**config.mk**
```make
export PLATFORM = sky130hd
export DESIGN_NAME = seg7_scan_display_16b
export DESIGN_NICKNAME = d
export VERILOG_FILES = /design/src/rtl/seg7_scan_display_16b.sv
export SDC_FILE = /design/constraint.sdc
export NUM_CORES = 1
export LEC_CHECK = 0
export CAP_MARGIN = 10
export CORE_UTILIZATION = 45
export DETAILED_ROUTE_END_ITERATION = 8
export PLACE_DENSITY = 0.66
export SLEW_MARGIN = 20
export SYNTH_ARGS = -nofsm -noshare
export SYNTH_HDL_FRONTEND = slang
export SYNTH_SLANG_ARGS = --single-unit
```
**constraint.sdc**
```tcl
create_clock -name clk -period 2.1 [get_ports clk]
set_input_delay 0.42 -clock clk [delete_from_list [all_inputs] [get_ports clk]]
set_output_delay 0.42 -clock clk [all_outputs]
set_load 0.01 [all_outputs]
```
**src/rtl/seg7_scan_display_16b.sv**
```systemverilog
// rtl/seg7_scan_display_16b.sv - four-digit multiplexed hex display with stretched ripple-carry LED
module seg7_scan_display_16b #(
    parameter int SCAN_DIV_BITS  = 17,
    parameter int STRETCH_CYCLES = 5000000
) (
    input  logic        clk,
    input  logic        rst,
    input  logic [15:0] hexs,
    input  logic [3:0]  points,
    input  logic [3:0]  LEs,
    input  logic        rc_in,
    output logic [3:0]  AN,
    output logic [7:0]  SEGMENT,
    output logic        rc_led
);

    localparam int STRETCH_W = $clog2(STRETCH_CYCLES + 1);
    localparam logic [STRETCH_W-1:0] STRETCH_LOAD = STRETCH_W'(STRETCH_CYCLES);

    logic [SCAN_DIV_BITS-1:0] div_cnt;
    logic [1:0]               idx;
    logic                     scan_tick;

    logic [15:0]              sh_hex;
    logic [3:0]               sh_points;
    logic [3:0]               sh_les;

    logic [3:0]               nibble;
    logic                     blank;
    logic                     dp_on;
    logic [3:0]               an_next;
    logic [7:0]               seg_next;

    logic [STRETCH_W-1:0]     stretch_cnt;
    logic                     rc_prev;
    logic                     rc_rise;

    function automatic logic [6:0] hex_font(input logic [3:0] value);
        logic [6:0] glyph;
        case (value)
            4'h0:    glyph = 7'h40;
            4'h1:    glyph = 7'h79;
            4'h2:    glyph = 7'h24;
            4'h3:    glyph = 7'h30;
            4'h4:    glyph = 7'h19;
            4'h5:    glyph = 7'h12;
            4'h6:    glyph = 7'h02;
            4'h7:    glyph = 7'h78;
            4'h8:    glyph = 7'h00;
            4'h9:    glyph = 7'h10;
            4'hA:    glyph = 7'h08;
            4'hB:    glyph = 7'h03;
            4'hC:    glyph = 7'h46;
            4'hD:    glyph = 7'h21;
            4'hE:    glyph = 7'h06;
            default: glyph = 7'h0E;
        endcase
        return glyph;
    endfunction

    assign scan_tick = &div_cnt;

    always_ff @(posedge clk) begin
        if (rst) begin
            div_cnt <= '0;
            idx     <= '0;
        end else begin
            div_cnt <= div_cnt + SCAN_DIV_BITS'(1);
            if (scan_tick) begin
                idx <= idx + 2'd1;
            end
        end
    end

    // Shadow loads only at the end of the last digit slot so a frame never mixes two input values.
    always_ff @(posedge clk) begin
        if (rst) begin
            sh_hex    <= '0;
            sh_points <= '0;
            sh_les    <= '0;
        end else if (scan_tick && (idx == 2'd3)) begin
            sh_hex    <= hexs;
            sh_points <= points;
            sh_les    <= LEs;
        end
    end

    always_comb begin
        nibble   = sh_hex[{idx, 2'b00} +: 4];
        blank    = sh_les[idx];
        dp_on    = sh_points[idx] & ~blank;
        an_next  = 4'b1111;
        seg_next = 8'hFF;
        if (!blank) begin
            an_next  = ~(4'b0001 << idx);
            seg_next = {~dp_on, hex_font(nibble)};
        end
    end

    always_ff @(posedge clk) begin
        if (rst) begin
            AN      <= 4'b1111;
            SEGMENT <= 8'hFF;
        end else begin
            AN      <= an_next;
            SEGMENT <= seg_next;
        end
    end

    assign rc_rise = rc_in & ~rc_prev;

    // The edge cycle itself lights the LED, so the counter only needs to cover the remaining cycles.
    always_ff @(posedge clk) begin
        if (rst) begin
            rc_prev     <= 1'b0;
            stretch_cnt <= '0;
            rc_led      <= 1'b0;
        end else begin
            rc_prev <= rc_in;
            if (rc_rise) begin
                stretch_cnt <= STRETCH_LOAD;
                rc_led      <= 1'b1;
            end else begin
                if (stretch_cnt != '0) begin
                    stretch_cnt <= stretch_cnt - STRETCH_W'(1);
                end
                rc_led <= (stretch_cnt > STRETCH_W'(1));
            end
        end
    end

endmodule

```
# Word-level counts from Yosys, hierarchy flattened
# Memories as Yosys holds them, arrays and structs flattened. A register that Yosys moved wholly into a read port is not among the register bits.
# Cells that the tools add are included.
# totals
register_bits	80
latchBits	0
ram_bits	0
mem_bits_ro	112
mem_count	1
# mem_list
memory	depth	word_bits	read_ports	rd_ports_with_merged_regs	wr	line_no	source
(no name shown)	16	7	1	1	0	40	case (value)
# op_classes
add_sub_neg	3
multipliers	0
div	0
magnitude_cmp	2
eq_ne	1
shifts	2
n_mux	7
bitwise_logic	6
reduce_logical	6
# op_table
operator	n
23-bit 2-to-1 mux	2
23-bit by 1-bit > comparator with 1-bit output (second input constant)	1
23-bit nonzero test	1
23-bit by 1-bit subtractor with 23-bit output (second input constant)	1
17-bit by 1-bit adder with 17-bit output (second input constant)	1
17-bit AND reduction	1
16-bit by 5-bit variable part select with 4-bit output	1
1-bit binary-select mux with 2-bit select	2
4-bit NOT	1
2-bit OR reduction	2
1-bit by 2-bit left shift with 4-bit output (first input constant)	1
2-bit by 3-bit < comparator with 1-bit output (second input constant)	1
1-bit 2-to-1 mux	3
1-bit NOT	3
2-bit by 1-bit adder with 2-bit output (second input constant)	1
1-bit bitwise AND	2
2-bit equality test (second input constant)	1
2-bit nonzero test	1
1-bit logical AND	1

# Depth between registers and ports, before layout
# depth
depth_word	5
ltp_mapped	10
ltp_nobuf	8

# Least setup slack after synthesis
# Ideal clock, no wire load.
# synth_timing
path_kind	register -> register
startpoint	reg div_cnt[0]
endpoint	reg sh_hex[12]
setup_time_ns	0.071
t_arrival_ns	2.174
setup_slack_ns	-0.144
stages_incl_launch_ff	11
n_path_buf	2
period_less_slack_ns	2.244
path_cell_list	dfxtp_1 -> ha_1 -> nand2_1 -> nor4_1 -> and3_1 -> ha_1 -> and2_1 -> clkbuf_1 -> clkbuf_1 -> nand2_1 -> a21oi_1
# synth_between
elab_chain_cells	2
# synth_lines
element	line_no	source
start, declared	20	logic [SCAN_DIV_BITS-1:0] div_cnt;
start signal, assigned	68	div_cnt <= div_cnt + SCAN_DIV_BITS'(1);
17-bit AND reduction	61	assign scan_tick = &div_cnt;
net scan_tick	22	logic scan_tick;
1-bit logical AND	81	end else if (scan_tick && (idx == 2'd3)) begin
end signal, assigned	82	sh_hex <= hexs;
end, declared	24	logic [15:0] sh_hex;
# The timed path passes the listed nets, and every way through them passes these cells.
# A chain may end at the register's enable or synchronous reset.

# Final worst setup path
# layout_timing
startpoint	reg idx[0]
endpoint	reg SEGMENT[3]
# layout_between
elab_chain_cells	3
# layout_lines
element	line_no	source
start, declared	21	logic [1:0] idx;
start signal, assigned	70	idx <= idx + 2'd1;
parallel branches: the longest is 3 deep, another holds 16-bit by 5-bit variable part select with 4-bit output	--	
end, declared	13	output logic [7:0] SEGMENT,
# Several ways; the timed one is not identified. The select of a mux whose other input is x is not followed.

==> results.json <==
{
  "finalCritPeriodShare_pct": 92.21,
  "design_area_um2": 4392,
  "yosys_warnings": 0,
  "hold_violations": 0,
  "start_util_pct": 46.62,
  "cp.required_ns": 2.40,
  "rows": 32,
  "antenna_found_initial": 0,
  "die-area_um2": 8367,
  "place_area_um2": 4169,
  "hold_class": "in2reg",
  "rsz0062_at_grt": "false",
  "p_per_area_nw_per_um2": 783.7,
  "dr_wl_met3_um": 289,
  "synth-edff-count": 0,
  "met1_length_um": 3310,
  "finalCriticalPeriod_ns": 1.936,
  "die_w_um": 91.47,
  "fin_worst_skew_ns": 0.01057,
  "grt_pass1_wl_um": 12520,
  "netlist_area_um2": 3602,
  "syn-num-nets": 451,
  "setup_violations": 0,
  "crit_fanout": 5,
  "cp_data_arrival_time_ns": 2.24,
  "slew_viol_final": 0,
  "tightest_slew_ns": 0.6030,
  "startpoint_type": "flop",
  "p_comb_share_pct": 16.6,
  "p_int_mw": 2.519,
  "crit_chain": "mux4_2 > inv_1 > ha_1 > nand2_1 > o21ai_0 > mux2_2 > nand2_1",
  "cts_buffers": 9,
  "slowest_stage": "mux4_2",
  "diodes": 0,
  "nets": 498,
  "grt_pass1_vias": 2768,
  "syn_avg_cell_area_um2": 8.807,
  "endpoint_kind": "flop",
  "clock_latency_ns": 0.35,
  "ys_types": 43,
  "synthArstFlopShare_pct": 0,
  "power_switching_share_pct": 26.81,
  "top_layer_used": "met4",
  "cp_common_cell": "nand2_1",
  "cts_buffer_depth": 2,
  "cts_setup_buffers": 0,
  "fin_tns_setup_ns": 0,
  "cts-root-buf": "clkbuf_8",
  "ys.flop_type": "dfxtp_1",
  "ys_seq_elements": 80,
  "seqPwrFrac_pct": 48.0,
  "slew_headroom_pct": 59.80,
  "final_cell_mix": "dfxtp_1 (79), nand2_1 (68), nor2_1 (40)",
  "pwr-share-clk_pct": 35.4,
  "power.switching_uw": 922.8,
  "overflow": 0,
  "io_pins": 40,
  "ir_drop_uv": 410.4,
  "post-dp-hpwl_um": 5275,
  "seq_area_frac_synth_pct": 44.46,
  "cts_tree": "built",
  "wl_um": 7213,
  "status": "finished, final reports clean",
  "wl_met2_um": 3528,
  "vias_per_cell": 5.222,
  "dr.pass1.iters": 4,
  "clock-sinks": 80,
  "max_clock_freq_mhz": 516.4,
  "wl_per_cell_um": 12.81,
  "grt_max_degree": 25,
  "port_buffers": 39,
  "max_cap_violations": 0,
  "syn_inst": 409,
  "antenna_left": 0,
  "synthToLayoutAreaGrowth_pct": 21.92,
  "fillers": 729,
  "num_vias": 2940,
  "post-route-drc-count": 0,
  "crit_type": "reg2reg",
  "clk_pin_slew_ns": 0.08,
  "cpPeakStageDelay_ns": 0.58,
  "final_layout_size_suffix_gt1_share_pct": 11.06,
  "first_iter_violations": 85,
  "cts_max_level": 3,
  "die_h_um": 91.47,
  "design.core.area_um2": 7727,
  "p_leak_nw": 1.589,
  "grtUsageTotal_pct": 18.59,
  "mostFrequentLayoutCell": "dfxtp_1",
  "gp_congestion": 0.8662
}
-- metrics by stage --
step | hold WS, ns | util (%) | cells | total power, mW | setup slack, ns
after global placement | 0.4396 | 53.95 | 547 | 2.248 | 0.1171
final | 0.4060 | 56.83 | 563 | 3.442 | 0.1635
after CTS | 0.4046 | 56.69 | 563 | 3.463 | 0.05992
after global routing | 0.4390 | 56.83 | 563 | 3.616 | 0.03103
after detailed placement | 0.4454 | 53.95 | 547 | 2.255 | 0.08041
after floorplan | 0.4258 | - | 409 | 2.072 | 0.009611
-- Yosys cell counts, types with 2 or more instances --
cell,count,area [um2]
a211oi_1,3,22.52
a21boi_0,2,15.01
a21oi_1,39,195.2
a31oi_1,4,25.02
and2_1,2,12.51
and3_1,5,31.28
and4_1,3,26.28
buf_1,2,7.510
buf_2,4,20.02
clkbuf_1,14,52.55
dfxtp_1,80,1602
ha_1,15,187.7
inv_1,12,45.04
mux2i_1,3,30.03
mux4_2,6,135.1
nand2_1,68,255.2
nand2b_1,5,31.28
nand3_1,10,50.05
nand4_1,13,81.33
nor2_1,40,150.1
nor2b_1,4,25.02
nor3_1,9,45.04
nor3_2,2,20.02
nor4_1,4,25.02
nor4b_2,2,30.03
o211ai_1,3,22.52
o21ai_0,5,25.02
o221ai_1,4,35.03
or3_1,4,25.02
xnor2_1,12,105.1
xor2_1,18,157.7
-- registers in the layout, summed over array words and instances (netlist names) --
register and cells:
div_cnt 17, SEGMENT 8, AN 4, rc_led 1, idx 2, sh_les 4, sh_points 4, rc_prev 1
sh_hex 16, stretch_cnt 23
-- path summary, 6_finish.rpt --
check                             endpoint  cells past startpoint       from  slack (ns)
worst max-delay path            SEGMENT[3]                      7     idx[0]        0.16
worst min-delay path            div_cnt[0]                      2        rst        0.41
worst max register to register  SEGMENT[3]                      7     idx[0]        0.16
worst min register to register   sh_hex[9]                      2  sh_hex[9]        0.45
-- worst max-delay path: cells and delay by family (launching register included) --
kind	cells	cell delay [ns]
buffers and inverters	1	0.16
AOI/OAI and AO/OA	1	0.08
adders and majority gates	1	0.27
DFF	1	0.40
and+or+nand+nor	2	0.12
muxes	2	0.85
-- cell type report --
type                       count  area, um2  area share [%]
clock buffer                  10      127.6           2.906
clock inverter                 6      83.83           1.909
inverter                      12      45.04           1.026
multi-input combinational    297       1892           43.08
sequential                    80       1603           36.50
tap                          102      127.6           2.906
timing repair buffer          56      513.0           11.68
-- routing by layer --
metal,vias up,global-route usage [%]
met3,8,3.183
met2,60,31.39
met5,-,0
li1,1498,-
met1,1374,23.23
met4,0,7.937
-- power groups by stage --
| stage | logic (mW) | registers (mW) | clock network [mW] |
|---|---|---|---|
| 6_report | 0.570 | 1.65 | 1.22 |
| 3_5_place_dp | 0.568 | 1.69 | 0 |
| 4_1_cts | 0.574 | 1.65 | 1.24 |
| 3_3_place_gp | 0.563 | 1.69 | 0 |
| 2_1_floorplan | 0.392 | 1.68 | 0 |
| 5_1_grt | 0.642 | 1.66 | 1.31 |
-- cells by family after synthesis --
group	share of synthesized area (%)
AO/OA/AOI/OAI	10.63
XOR/XNOR	7.294
adder cells (fa/ha/maj)	5.210
buffers and inverters	3.473
flip-flops	44.46
multiplexers	4.898
AND/OR/NAND/NOR	24.04
-- what timing repair did --
action,CTS,global route
hold buffers,0,0
setup endpoints to repair,0,27
gates resized for setup,0,3
(Power assumes the default switching activity.)
